<file path="src/rtl/fifo_umbral_ctrl_pkg.sv">
// Shared defaults for the buffer FIFOs: widths/depths per buffer class, threshold
// defaults, status-vector bit order and the controller state type.
package fifo_umbral_ctrl_pkg;

  localparam int unsigned FIFO_DATA_W = 6;

  // Pointer widths per buffer class (depth = 2**ADDR_W)
  localparam int unsigned MF_ADDR_W = 2;
  localparam int unsigned VC_ADDR_W = 4;
  localparam int unsigned D_ADDR_W  = 2;

  localparam int unsigned DEF_UMB_BAJO = 1;
  localparam int unsigned DEF_UMB_ALTO = 12;

  // Bit positions in the 5-bit FIFO_empty / FIFO_error vectors: {MF,VC0,VC1,D0,D1}
  localparam int unsigned STAT_W      = 5;
  localparam int unsigned STAT_IDX_MF  = 4;
  localparam int unsigned STAT_IDX_VC0 = 3;
  localparam int unsigned STAT_IDX_VC1 = 2;
  localparam int unsigned STAT_IDX_D0  = 1;
  localparam int unsigned STAT_IDX_D1  = 0;

  typedef enum logic {
    ST_RUN   = 1'b0,
    ST_FLUSH = 1'b1
  } ctrl_state_t;

  function automatic int unsigned depth_of(input int unsigned addr_w);
    return 32'd1 << addr_w;
  endfunction

endpackage

</file>
<file path="src/rtl/fifo_umbral_ctrl_if.sv">
// Push/pop handshake plus status bundle between a buffer FIFO and its user.
interface fifo_umbral_ctrl_if #(
  parameter int unsigned DATA_W = 6,
  parameter int unsigned ADDR_W = 4
);

  logic              push;
  logic [DATA_W-1:0] data_in;
  logic              pop;
  logic [DATA_W-1:0] data_out;
  logic              valid_out;
  logic              fifo_empty;
  logic              fifo_full;
  logic              almost_empty;
  logic              almost_full;
  logic              fifo_error;
  logic [ADDR_W:0]   count;

  modport master (
    output push, data_in, pop,
    input  data_out, valid_out, fifo_empty, fifo_full,
           almost_empty, almost_full, fifo_error, count
  );

  modport slave (
    input  push, data_in, pop,
    output data_out, valid_out, fifo_empty, fifo_full,
           almost_empty, almost_full, fifo_error, count
  );

endinterface

</file>
<file path="src/rtl/fifo_umbral_ctrl_mem.sv">
// DEPTH x DATA_W register file: one write port, one registered read port.
// Storage is not reset; only the read register is.
module fifo_mem
  import fifo_umbral_ctrl_pkg::*;
#(
  parameter int unsigned DATA_W = FIFO_DATA_W,
  parameter int unsigned ADDR_W = VC_ADDR_W
) (
  input  logic              clk,
  input  logic              reset,
  input  logic              we,
  input  logic [ADDR_W-1:0] waddr,
  input  logic [DATA_W-1:0] wdata,
  input  logic              re,
  input  logic [ADDR_W-1:0] raddr,
  output logic [DATA_W-1:0] rdata
);

  localparam int unsigned DEPTH = depth_of(ADDR_W);

  logic [DATA_W-1:0] mem [DEPTH];

  always_ff @(posedge clk) begin
    if (we) begin
      mem[waddr] <= wdata;
    end
  end

  // Read register holds its value when no read is issued
  always_ff @(posedge clk or negedge reset) begin
    if (!reset) begin
      rdata <= '0;
    end else if (re) begin
      rdata <= mem[raddr];
    end
  end

endmodule

</file>
<file path="src/rtl/fifo_umbral_ctrl.sv">
// Synchronous FIFO with programmable almost-empty/almost-full thresholds captured
// on init, and a sticky overflow error cleared only by reset or init.
module fifo_umbral_ctrl
  import fifo_umbral_ctrl_pkg::*;
#(
  parameter int unsigned DATA_W    = FIFO_DATA_W,
  parameter int unsigned ADDR_W    = VC_ADDR_W,
  parameter int unsigned UMB_B_DEF = DEF_UMB_BAJO,
  parameter int unsigned UMB_A_DEF = DEF_UMB_ALTO
) (
  input  logic              clk,
  input  logic              reset,
  input  logic              init,
  input  logic [ADDR_W-1:0] umbral_bajo,
  input  logic [ADDR_W-1:0] umbral_alto,
  fifo_umbral_ctrl_if.slave bus
);

  localparam int unsigned DEPTH = depth_of(ADDR_W);
  localparam int unsigned CNT_W = ADDR_W + 1;

  ctrl_state_t       state_q;
  ctrl_state_t       state_d;
  logic              flush_c;
  logic              push_acc_c;
  logic              pop_acc_c;
  logic              overflow_c;
  logic              empty_c;
  logic              full_c;

  logic [ADDR_W-1:0] wr_ptr_q;
  logic [ADDR_W-1:0] rd_ptr_q;
  logic [ADDR_W-1:0] umb_b_q;
  logic [ADDR_W-1:0] umb_a_q;
  logic [CNT_W-1:0]  count_q;
  logic              valid_q;
  logic              error_q;
  logic [DATA_W-1:0] rd_data;

  assign empty_c = (count_q == '0);
  assign full_c  = (count_q == CNT_W'(DEPTH));

  always_ff @(posedge clk or negedge reset) begin
    if (!reset) begin
      state_q <= ST_RUN;
    end else begin
      state_q <= state_d;
    end
  end

  // Controller: FLUSH while init is held; init always wins over push/pop
  always_comb begin
    state_d    = state_q;
    flush_c    = 1'b0;
    push_acc_c = 1'b0;
    pop_acc_c  = 1'b0;
    overflow_c = 1'b0;

    case (state_q)
      ST_RUN:   if (init)  state_d = ST_FLUSH;
      ST_FLUSH: if (!init) state_d = ST_RUN;
      default:  state_d = ST_RUN;
    endcase

    if (init) begin
      flush_c = 1'b1;
    end else begin
      // A simultaneous pop frees the slot, so a push into a full FIFO is legal then
      pop_acc_c  = bus.pop && !empty_c;
      push_acc_c = bus.push && (!full_c || bus.pop);
      overflow_c = bus.push && full_c && !bus.pop;
    end
  end

  always_ff @(posedge clk or negedge reset) begin
    if (!reset) begin
      wr_ptr_q <= '0;
      rd_ptr_q <= '0;
      count_q  <= '0;
      valid_q  <= 1'b0;
      error_q  <= 1'b0;
      umb_b_q  <= ADDR_W'(UMB_B_DEF);
      umb_a_q  <= ADDR_W'(UMB_A_DEF);
    end else if (flush_c) begin
      wr_ptr_q <= '0;
      rd_ptr_q <= '0;
      count_q  <= '0;
      valid_q  <= 1'b0;
      error_q  <= 1'b0;
      umb_b_q  <= umbral_bajo;
      umb_a_q  <= umbral_alto;
    end else begin
      if (push_acc_c) begin
        wr_ptr_q <= wr_ptr_q + ADDR_W'(1);
      end
      if (pop_acc_c) begin
        rd_ptr_q <= rd_ptr_q + ADDR_W'(1);
      end
      count_q <= count_q + CNT_W'(push_acc_c) - CNT_W'(pop_acc_c);
      valid_q <= pop_acc_c;
      if (overflow_c) begin
        error_q <= 1'b1;
      end
    end
  end

  fifo_mem #(
    .DATA_W (DATA_W),
    .ADDR_W (ADDR_W)
  ) u_mem (
    .clk   (clk),
    .reset (reset),
    .we    (push_acc_c),
    .waddr (wr_ptr_q),
    .wdata (bus.data_in),
    .re    (pop_acc_c),
    .raddr (rd_ptr_q),
    .rdata (rd_data)
  );

  // Flags decode registered count/thresholds, so they track count in the same cycle
  assign bus.data_out     = rd_data;
  assign bus.valid_out    = valid_q;
  assign bus.count        = count_q;
  assign bus.fifo_error   = error_q;
  assign bus.fifo_empty   = empty_c;
  assign bus.fifo_full    = full_c;
  assign bus.almost_empty = (count_q <= CNT_W'(umb_b_q));
  assign bus.almost_full  = (count_q >= CNT_W'(umb_a_q));

endmodule

</file>
<file path="src/flat_wrapper.sv">
// flat-port wrapper written by rule: the top's interface ports become plain ports
module fifo_umbral_ctrl_flat import fifo_umbral_ctrl_pkg::*;
#(
  parameter int unsigned DATA_W    = FIFO_DATA_W,
  parameter int unsigned ADDR_W    = VC_ADDR_W,
  parameter int unsigned UMB_B_DEF = DEF_UMB_BAJO,
  parameter int unsigned UMB_A_DEF = DEF_UMB_ALTO
)
  (clk, reset, init, umbral_bajo, umbral_alto, bus_push, bus_data_in, bus_pop, bus_data_out, bus_valid_out, bus_fifo_empty, bus_fifo_full, bus_almost_empty, bus_almost_full, bus_fifo_error, bus_count);
  fifo_umbral_ctrl_if #(.DATA_W(DATA_W), .ADDR_W(ADDR_W)) bus_i ();
  input  logic clk;
  input  logic reset;
  input  logic init;
  input  logic [ADDR_W-1:0] umbral_bajo;
  input  logic [ADDR_W-1:0] umbral_alto;
  input wire logic [$bits(bus_i.push)-1:0] bus_push;
  input wire logic [$bits(bus_i.data_in)-1:0] bus_data_in;
  input wire logic [$bits(bus_i.pop)-1:0] bus_pop;
  output wire logic [$bits(bus_i.data_out)-1:0] bus_data_out;
  output wire logic [$bits(bus_i.valid_out)-1:0] bus_valid_out;
  output wire logic [$bits(bus_i.fifo_empty)-1:0] bus_fifo_empty;
  output wire logic [$bits(bus_i.fifo_full)-1:0] bus_fifo_full;
  output wire logic [$bits(bus_i.almost_empty)-1:0] bus_almost_empty;
  output wire logic [$bits(bus_i.almost_full)-1:0] bus_almost_full;
  output wire logic [$bits(bus_i.fifo_error)-1:0] bus_fifo_error;
  output wire logic [$bits(bus_i.count)-1:0] bus_count;
  assign bus_i.push = bus_push;
  assign bus_i.data_in = bus_data_in;
  assign bus_i.pop = bus_pop;
  assign bus_data_out = bus_i.data_out;
  assign bus_valid_out = bus_i.valid_out;
  assign bus_fifo_empty = bus_i.fifo_empty;
  assign bus_fifo_full = bus_i.fifo_full;
  assign bus_almost_empty = bus_i.almost_empty;
  assign bus_almost_full = bus_i.almost_full;
  assign bus_fifo_error = bus_i.fifo_error;
  assign bus_count = bus_i.count;
  fifo_umbral_ctrl #(.DATA_W(DATA_W), .ADDR_W(ADDR_W), .UMB_B_DEF(UMB_B_DEF), .UMB_A_DEF(UMB_A_DEF)) u_core (.clk(clk), .reset(reset), .init(init), .umbral_bajo(umbral_bajo), .umbral_alto(umbral_alto), .bus(bus_i));
endmodule
</file>
<file path="config.mk">
export PLATFORM = sky130hd
export DESIGN_NAME = fifo_umbral_ctrl_flat
export DESIGN_NICKNAME = d
export VERILOG_FILES = /design/src/rtl/fifo_umbral_ctrl_pkg.sv /design/src/rtl/fifo_umbral_ctrl_if.sv /design/src/rtl/fifo_umbral_ctrl_mem.sv /design/src/rtl/fifo_umbral_ctrl.sv /design/src/flat_wrapper.sv
export SDC_FILE = /design/constraint.sdc
export NUM_CORES = 1
export LEC_CHECK = 0
export BUFFER_PORTS_ARGS = -buffer_cell sky130_fd_sc_hd__buf_2
export CORE_MARGIN = 5
export CORE_UTILIZATION = 60
export CTS_BUF_LIST = sky130_fd_sc_hd__clkbuf_4 sky130_fd_sc_hd__clkbuf_8 sky130_fd_sc_hd__clkbuf_16
export CTS_CLUSTER_DIAMETER = 60
export CTS_CLUSTER_SIZE = 28
export DETAILED_ROUTE_END_ITERATION = 6
export PLACE_DENSITY = 0.79
export SYNTH_ARGS = -nofsm -noshare
export SYNTH_HDL_FRONTEND = slang
export SYNTH_SLANG_ARGS = --single-unit
</file>
<file path="constraint.sdc">
create_clock -name clk -period 7.1 [get_ports clk]
set_input_delay 1.42 -clock clk [delete_from_list [all_inputs] [get_ports clk]]
set_output_delay 1.42 -clock clk [all_outputs]
set_load 0.01 [all_outputs]
</file>
==> results of run 1 <==
[final timing paths]
check | from | end | slack, ps | depth (start not counted)
max in group asynchronous | reset | u_core.wr_ptr_q[3] | 5740 | 1
worst min-delay path | u_core.umb_a_q[2] | u_core.umb_a_q[2] | 500 | 2
worst max-delay path | u_core.bus.count[1] | bus_almost_empty | 3490 | 7
worst min register to register | u_core.umb_a_q[2] | u_core.umb_a_q[2] | 500 | 2
min in group asynchronous | reset | u_core.bus.count[4] | 930 | 1
worst max register to register | u_core.bus.count[3] | u_core.bus.count[4] | 3810 | 15
[cell families (layout without fill, tap and decap cells)]
group                    after synthesis  count (layout)  share of synthesized area (%)
AO/OA/AOI/OAI                         33              33                           4.68
XOR/XNOR                               9               9                           1.47
adder cells (fa/ha/maj)               20              20                           4.82
buffers and inverters                 32              87                           2.78
flip-flops                           125             125                           67.5
multiplexers                          32              32                           11.6
AND/OR/NAND/NOR                       76              76                           7.09
[flip-flops by register name (all words and copies together) (netlist names)]
register and count:
u_core.bus.count 5, u_core.bus.fifo_error 1, u_core.bus.valid_out 1, u_core.rd_ptr_q 4
u_core.u_mem.mem 96, u_core.u_mem.rdata 6, u_core.umb_a_q 4, u_core.umb_b_q 4
u_core.wr_ptr_q 4
[power groups by stage]
stage	Combinational (mW)	Sequential [mW]	Clock [mW]
3_5_place_dp	0.434	0.903	0
5_1_grt	0.489	0.896	0.905
6_report	0.438	0.889	0.858
2_1_floorplan	0.311	0.896	0
3_3_place_gp	0.421	0.900	0
4_1_cts	0.443	0.889	0.868
[placed cells by master, fill, tap and decap left out, drive strengths merged, types with 2 or more instances in the layout]
cell | netlist | final
a21oi | 7 | 7
a221oi | 6 | 6
buf | 12 | 38
bufinv | 0 | 2
clkbuf | 3 | 17
clkinv | 0 | 3
clkinvlp | 0 | 2
dfrtp | 26 | 26
dfstp | 3 | 3
edfxtp | 96 | 96
ha | 19 | 19
inv | 17 | 25
mux2 | 2 | 2
mux2i | 6 | 6
mux4 | 24 | 24
nand2 | 19 | 19
nand2b | 8 | 8
nand4 | 3 | 3
nor2 | 29 | 29
nor2b | 4 | 4
nor3 | 6 | 6
nor4 | 2 | 2
o21ai | 9 | 9
o22ai | 6 | 6
xnor2 | 3 | 3
xor2 | 6 | 6
[layout make-up]
class,count,area share [%]
timing repair buffer,38,3.19
multi-input combinational,170,25.7
clock buffer,17,6.69
tap,108,2.18
sequential,125,58.4
clock inverter,15,2.87
inverter,17,1.03
[worst max-delay path, delay by kind of cell, from the launching register on]
| kind | cells | cell delay, ps |
|---|---|---|
| buffers and inverters | 1 | 150 |
| adder cells (fa/ha/maj) | 1 | 380 |
| AND/OR/NAND/NOR | 2 | 220 |
| flip-flops | 1 | 500 |
| AO/OA/AOI/OAI | 3 | 420 |
[per-layer routing]
layer | up-vias | wire length [um] | track usage, %
met5 | - | 0 | 0
met2 | 107 | 5380 | 32.9
li1 | 1323 | - | -
met1 | 1497 | 4270 | 26.9
met4 | 0 | 71 | 6.20
met3 | 7 | 707 | 6.02
==> summary.txt, run 1 <==
Die
  • Io pins: 36
  • Chip Width: 104 um
  • Core area: 8720 um^2
  • Die Span Y: 104 um
  • Site row count: 34
  • Starting Density: 61.3%
  • DIE AREA: 10900 um^2

Global route
  • First-pass GRT wire length: 16.8 mm
  • Gr ovfl total: 0
  • Gr usage total: 20.4%
  • Pin count of the biggest net entering global routing: 34
  • Initial antenna violation count: 0
  • Vias in the first global route: 3037

Worst setup path
  • Crit-path slowest cell: dfrtp_1
  • Arrival time at the worst endpoint: 2190 ps
  • Startpoint types: register
  • Crit Path Class: register to output pin
  • Endpoint type of the worst setup path: output pin
  • Crit path cell chain: ha_1 -> nor2b_1 -> o21a_1 -> o21ai_0 -> nand2b_1 -> a21oi_1 -> buf_2
  • CP max stage delay: 500 ps
  • CP Data Required Time: 5680 ps
  • Critical-path maximum fanout: 8

CTS
  • CTS sink cnt: 125
  • Clock Latency Late Sink: 520 ps
  • CTS Root Cell: clkbuf_8
  • Htree depth: 4
  • # Post-CTS Setup Buffers: 0
  • Clk slew on worst S/H paths: 60 ps
  • Gates resized, CTS repair: 0
  • Total CTS buffers: 17
  • Maximum buffer depth of the clock tree: 2
  • Hold-fix buffers, CTS: 0
  • CTS tree: built

Timing
  • Rel. slew slack: 20.1%
  • Hold Violations, Final: 0
  • Max Freq: 0.277 GHz
  • Layout Skew: 14.1 ps
  • Hold_ws: 497 ps
  • Final min period: 3610 ps
  • Final Max Slew Viols: 0
  • Unrepaired setup endpoints after global routing: false
  • Setup_tns: 0 ps
  • Period utilisation layout: 50.9%
  • Worst Slack Setup Final: 3490 ps
  • Worst slew pin tran: 1200 ps
  • Count of final setup violators: 0

Detailed routing
  • Total Wirelength: 10.4 mm
  • 1st-iter DRT viols: 208
  • Remaining DRCs: 0
  • Via Count: 2934
  • Via density: 5.99
  • Drt first pass iters: 6
  • Final ANT Viol Nets: 0
  • Drt wl/cell: 21.3 um

Power and ir drop
  • PD cells: 353 nW/um^2
  • Clock Power Share: 39.3%
  • Maximum VDD drop: 181 uV
  • Final Power: 2.19 mW
  • Pint: 1.55 mW
  • Flop pwr share: 40.7%
  • NetSw: 0.634 mW
  • Combinational Power Share: 20.0%
  • P_leak: 2.27 nW
  • Sw frac: 29.0%

Synth
  • Yosys warns: 0
  • Register area share after synthesis: 67.5%
  • EDFF count, synth: 96
  • Count leader, synth: edfxtp_1
  • Library cells used by synthesis: 38
  • Cell area after synthesis: 5350 um^2
  • Mapped Cells: 327
  • Top post-synthesis cells by area: edfxtp_1, dfrtp_1, mux4_2, ha_1, nor2_1
  • Fraction of registers with async set/reset: 23.2%
  • Mean Syn Cell Area: 16.4 um^2
  • Post-synth top cells: edfxtp_1, nor2_1, dfrtp_1, mux4_2
  • Syn Nets: 366
  • Most used DFF post-synth: edfxtp_1
  • Yosys top cell by area: edfxtp_1
  • Flops & latches, synth: 125
  • Yosys top cell area share: 53.9%

Placement
  • # port buffers: 35
  • DP Cell Count: 458
  • DP Area: 5600 um^2
  • Routability Congestion: 0.816
  • Hpwl dp: 6.62 mm
  • Dpl ws: 3130 ps

Cells and area
  • Multi-input logic area: 1590 um^2
  • Share of cells above drive strength 1: 29.6%
  • Ant. Diodes: 0
  • Sequential Area: 3610 um^2
  • Area growth syn-to-layout: 15.7%
  • Fill cells: 529
  • Final core utilization: 71.0%
  • Post-route cell area: 6190 um^2
  • Final cell count without fillers: 490
  • Final nets: 408

Min path
  • Hold crit path type: register to register

Flow run
  • Max-Cap Viols: 0

Outcome
  • Status: completed
Note: power is estimated with default switching activity, not from simulation.
==> run 2, diff against run 1 <==
CORE_UTILIZATION = 54   (was 60)
PLACE_DENSITY = 0.75   (was 0.79)
clock period = 2.9 ns   (was 7.1 ns; I/O delays follow)
==> run 2 against run 1 <==
Against the previous run: critical path type unchanged; die area grew 10%; sequential share of layout area shrank 1.5 points; routed wire length shrank 5.2%; critical path depth grew 1.
==> summary.txt, run 2 (synthesis gave the netlist of run 1 again) <==
Timing
  • Final min period: 2730 ps
  • Rel. slew slack: 54.8%
  • Count of final setup violators: 0
  • Setup_tns: 0 ps
  • Final Max Slew Viols: 0
  • Layout Skew: 6.00 ps
  • Hold Violations, Final: 0
  • Max Freq: 0.367 GHz
  • Period utilisation layout: 94.1%
  • Worst Slack Setup Final: 172 ps
  • Unrepaired setup endpoints after global routing: false
  • Worst slew pin tran: 678 ps

Power and ir drop
  • Combinational Power Share: 20.6%
  • NetSw: 1.45 mW
  • Maximum VDD drop: 470 uV
  • P_leak: 2.35 nW
  • PD cells: 857 nW/um^2
  • Flop pwr share: 39.3%
  • Pint: 3.99 mW
  • Sw frac: 26.7%
  • Clock Power Share: 40.0%

Die
  • Site row count: 36
  • Core area: 9730 um^2
  • DIE AREA: 12000 um^2
  • Starting Density: 55.0%
  • Io pins: 36
  • Chip Width: 110 um
  • Die Span Y: 110 um

Global route
  • Initial antenna violation count: 0
  • Gr ovfl total: 0
  • Gr usage total: 18.7%
  • Vias in the first global route: 3065
  • First-pass GRT wire length: 16.0 mm
  • Pin count of the biggest net entering global routing: 31

Placement
  • Dpl ws: 301 ps
  • DP Area: 5730 um^2
  • Routability Congestion: 0.804
  • # port buffers: 35
  • Hpwl dp: 6.58 mm

Cells and area
  • Commonest non-fill, non-tap cell in the layout: edfxtp_1
  • Area growth syn-to-layout: 18.7%
  • Final nets: 422
  • Share of cells above drive strength 1: 31.8%
  • Sequential Area: 3610 um^2
  • Biggest register: u_core.u_mem.mem
  • Commonest non-fill, non-tap cells in the layout: edfxtp_1, buf_2, nor2_1, dfrtp_1, mux4_2
  • Post-route cell area: 6350 um^2
  • Ant. Diodes: 0
  • Fill cells: 683
  • Max FFs per register: 96
  • Multi-input logic area: 1590 um^2

Worst setup path
  • Arrival time at the worst endpoint: 2150 ps
  • Crit path cell chain: buf_4 -> ha_1 -> nor2b_1 -> o21a_1 -> o21ai_1 -> nand2b_1 -> a21oi_1 -> buf_2
  • CP Data Required Time: 2320 ps
  • Critical path startpoint: u_core.bus.count[1]
  • Crit-path slowest cell: dfrtp_1
  • Worst reg-to-reg path cell count: 15
  • End of the worst register-to-register path: u_core.bus.count[4]
  • CP max stage delay: 380 ps
  • Crit Path Class: register to output pin
  • Reg2reg setup slack: 290 ps
  • Critical-path maximum fanout: 7
  • Worst flop-to-flop path startpoint: u_core.bus.count[2]
  • Startpoint types: register
  • Critical path endpoint: bus_almost_empty
  • Endpoint type of the worst setup path: output pin

CTS
  • Clk slew on worst S/H paths: 60 ps
  • Maximum buffer depth of the clock tree: 2
  • CTS tree: built
  • Htree depth: 4
  • CTS Root Cell: clkbuf_8
  • Total CTS buffers: 17
  • Clock Latency Late Sink: 510 ps
  • CTS sink cnt: 125
  • Hold-fix buffers, CTS: 0

Detailed routing
  • Final ANT Viol Nets: 0
  • Drt first pass iters: 4
  • Remaining DRCs: 0
  • Via density: 5.49
  • Drt wl/cell: 18.7 um
  • Via Count: 2906
  • 1st-iter DRT viols: 207
  • Total Wirelength: 9.90 mm

Flow run
  • Max-Cap Viols: 0

Outcome
  • Status: completed

Min path
  • Hold crit path type: primary input to async pin
-- run 2: worst min path at each step --
stage,from,end,slack [ps]
floorplan,reset,u_core.bus.count[0],280
global placement,u_core.umb_a_q[2],u_core.umb_a_q[2],480
detailed placement,u_core.umb_a_q[3],u_core.umb_a_q[3],490
CTS,reset,u_core.rd_ptr_q[1],110
global route,reset,u_core.bus.count[2],160
finish,reset,u_core.bus.count[3],110
-- run 2: metrics by stage --
step           hold WS [ps]  utilization [%]  std cells  power, mW
6_report                109             65.3        529       5.45
5_1_grt                 156             65.3        529       5.71
4_1_cts                 115             65.2        528       5.49
3_5_place_dp            487             58.9        496       3.30
3_3_place_gp            480             58.9        496       3.26
2_1_floorplan           284                -        327       2.95
-- run 2: power by group through the flow --
stage	Combinational (mW)	Sequential, mW	Clock, mW
finish	1.12	2.14	2.18
global route	1.26	2.16	2.30
CTS	1.12	2.15	2.22
detailed placement	1.12	2.18	0
global placement	1.09	2.17	0
floorplan	0.761	2.19	0
-- run 2: routing by layer --
metal	share of wire (%)	up-vias	track usage (%)	wire length [um]
met5	0	-	0	0
met4	0.72	0	6.68	71
met1	42	1473	24.4	4160
met3	6.3	7	5.05	624
li1	-	1347	-	-
met2	51	79	30.3	5040
-- run 2: area by class of cell --
| class | instances | area share [%] |
|---|---|---|
| clock buffers | 19 | 6.76 |
| clock inverters | 13 | 2.96 |
| inverters | 17 | 1.00 |
| multi-input cells | 170 | 25.0 |
| flip-flops and latches | 125 | 56.9 |
| well taps | 133 | 2.62 |
| repair buffers | 52 | 4.77 |
-- run 2: repair_timing --
action                     CTS  global route
resized for setup            0             1
setup endpoints to repair    0             1
buffers inserted             0             1
-- run 2: worst max-delay path, delay by kind of cell (launching register included) --
kind	cells	cell delay, ps
AO/OA/AOI/OAI	3	420
flip-flops	1	380
buffers and inverters	2	320
adder cells (fa/ha/maj)	1	310
AND/OR/NAND/NOR	2	210
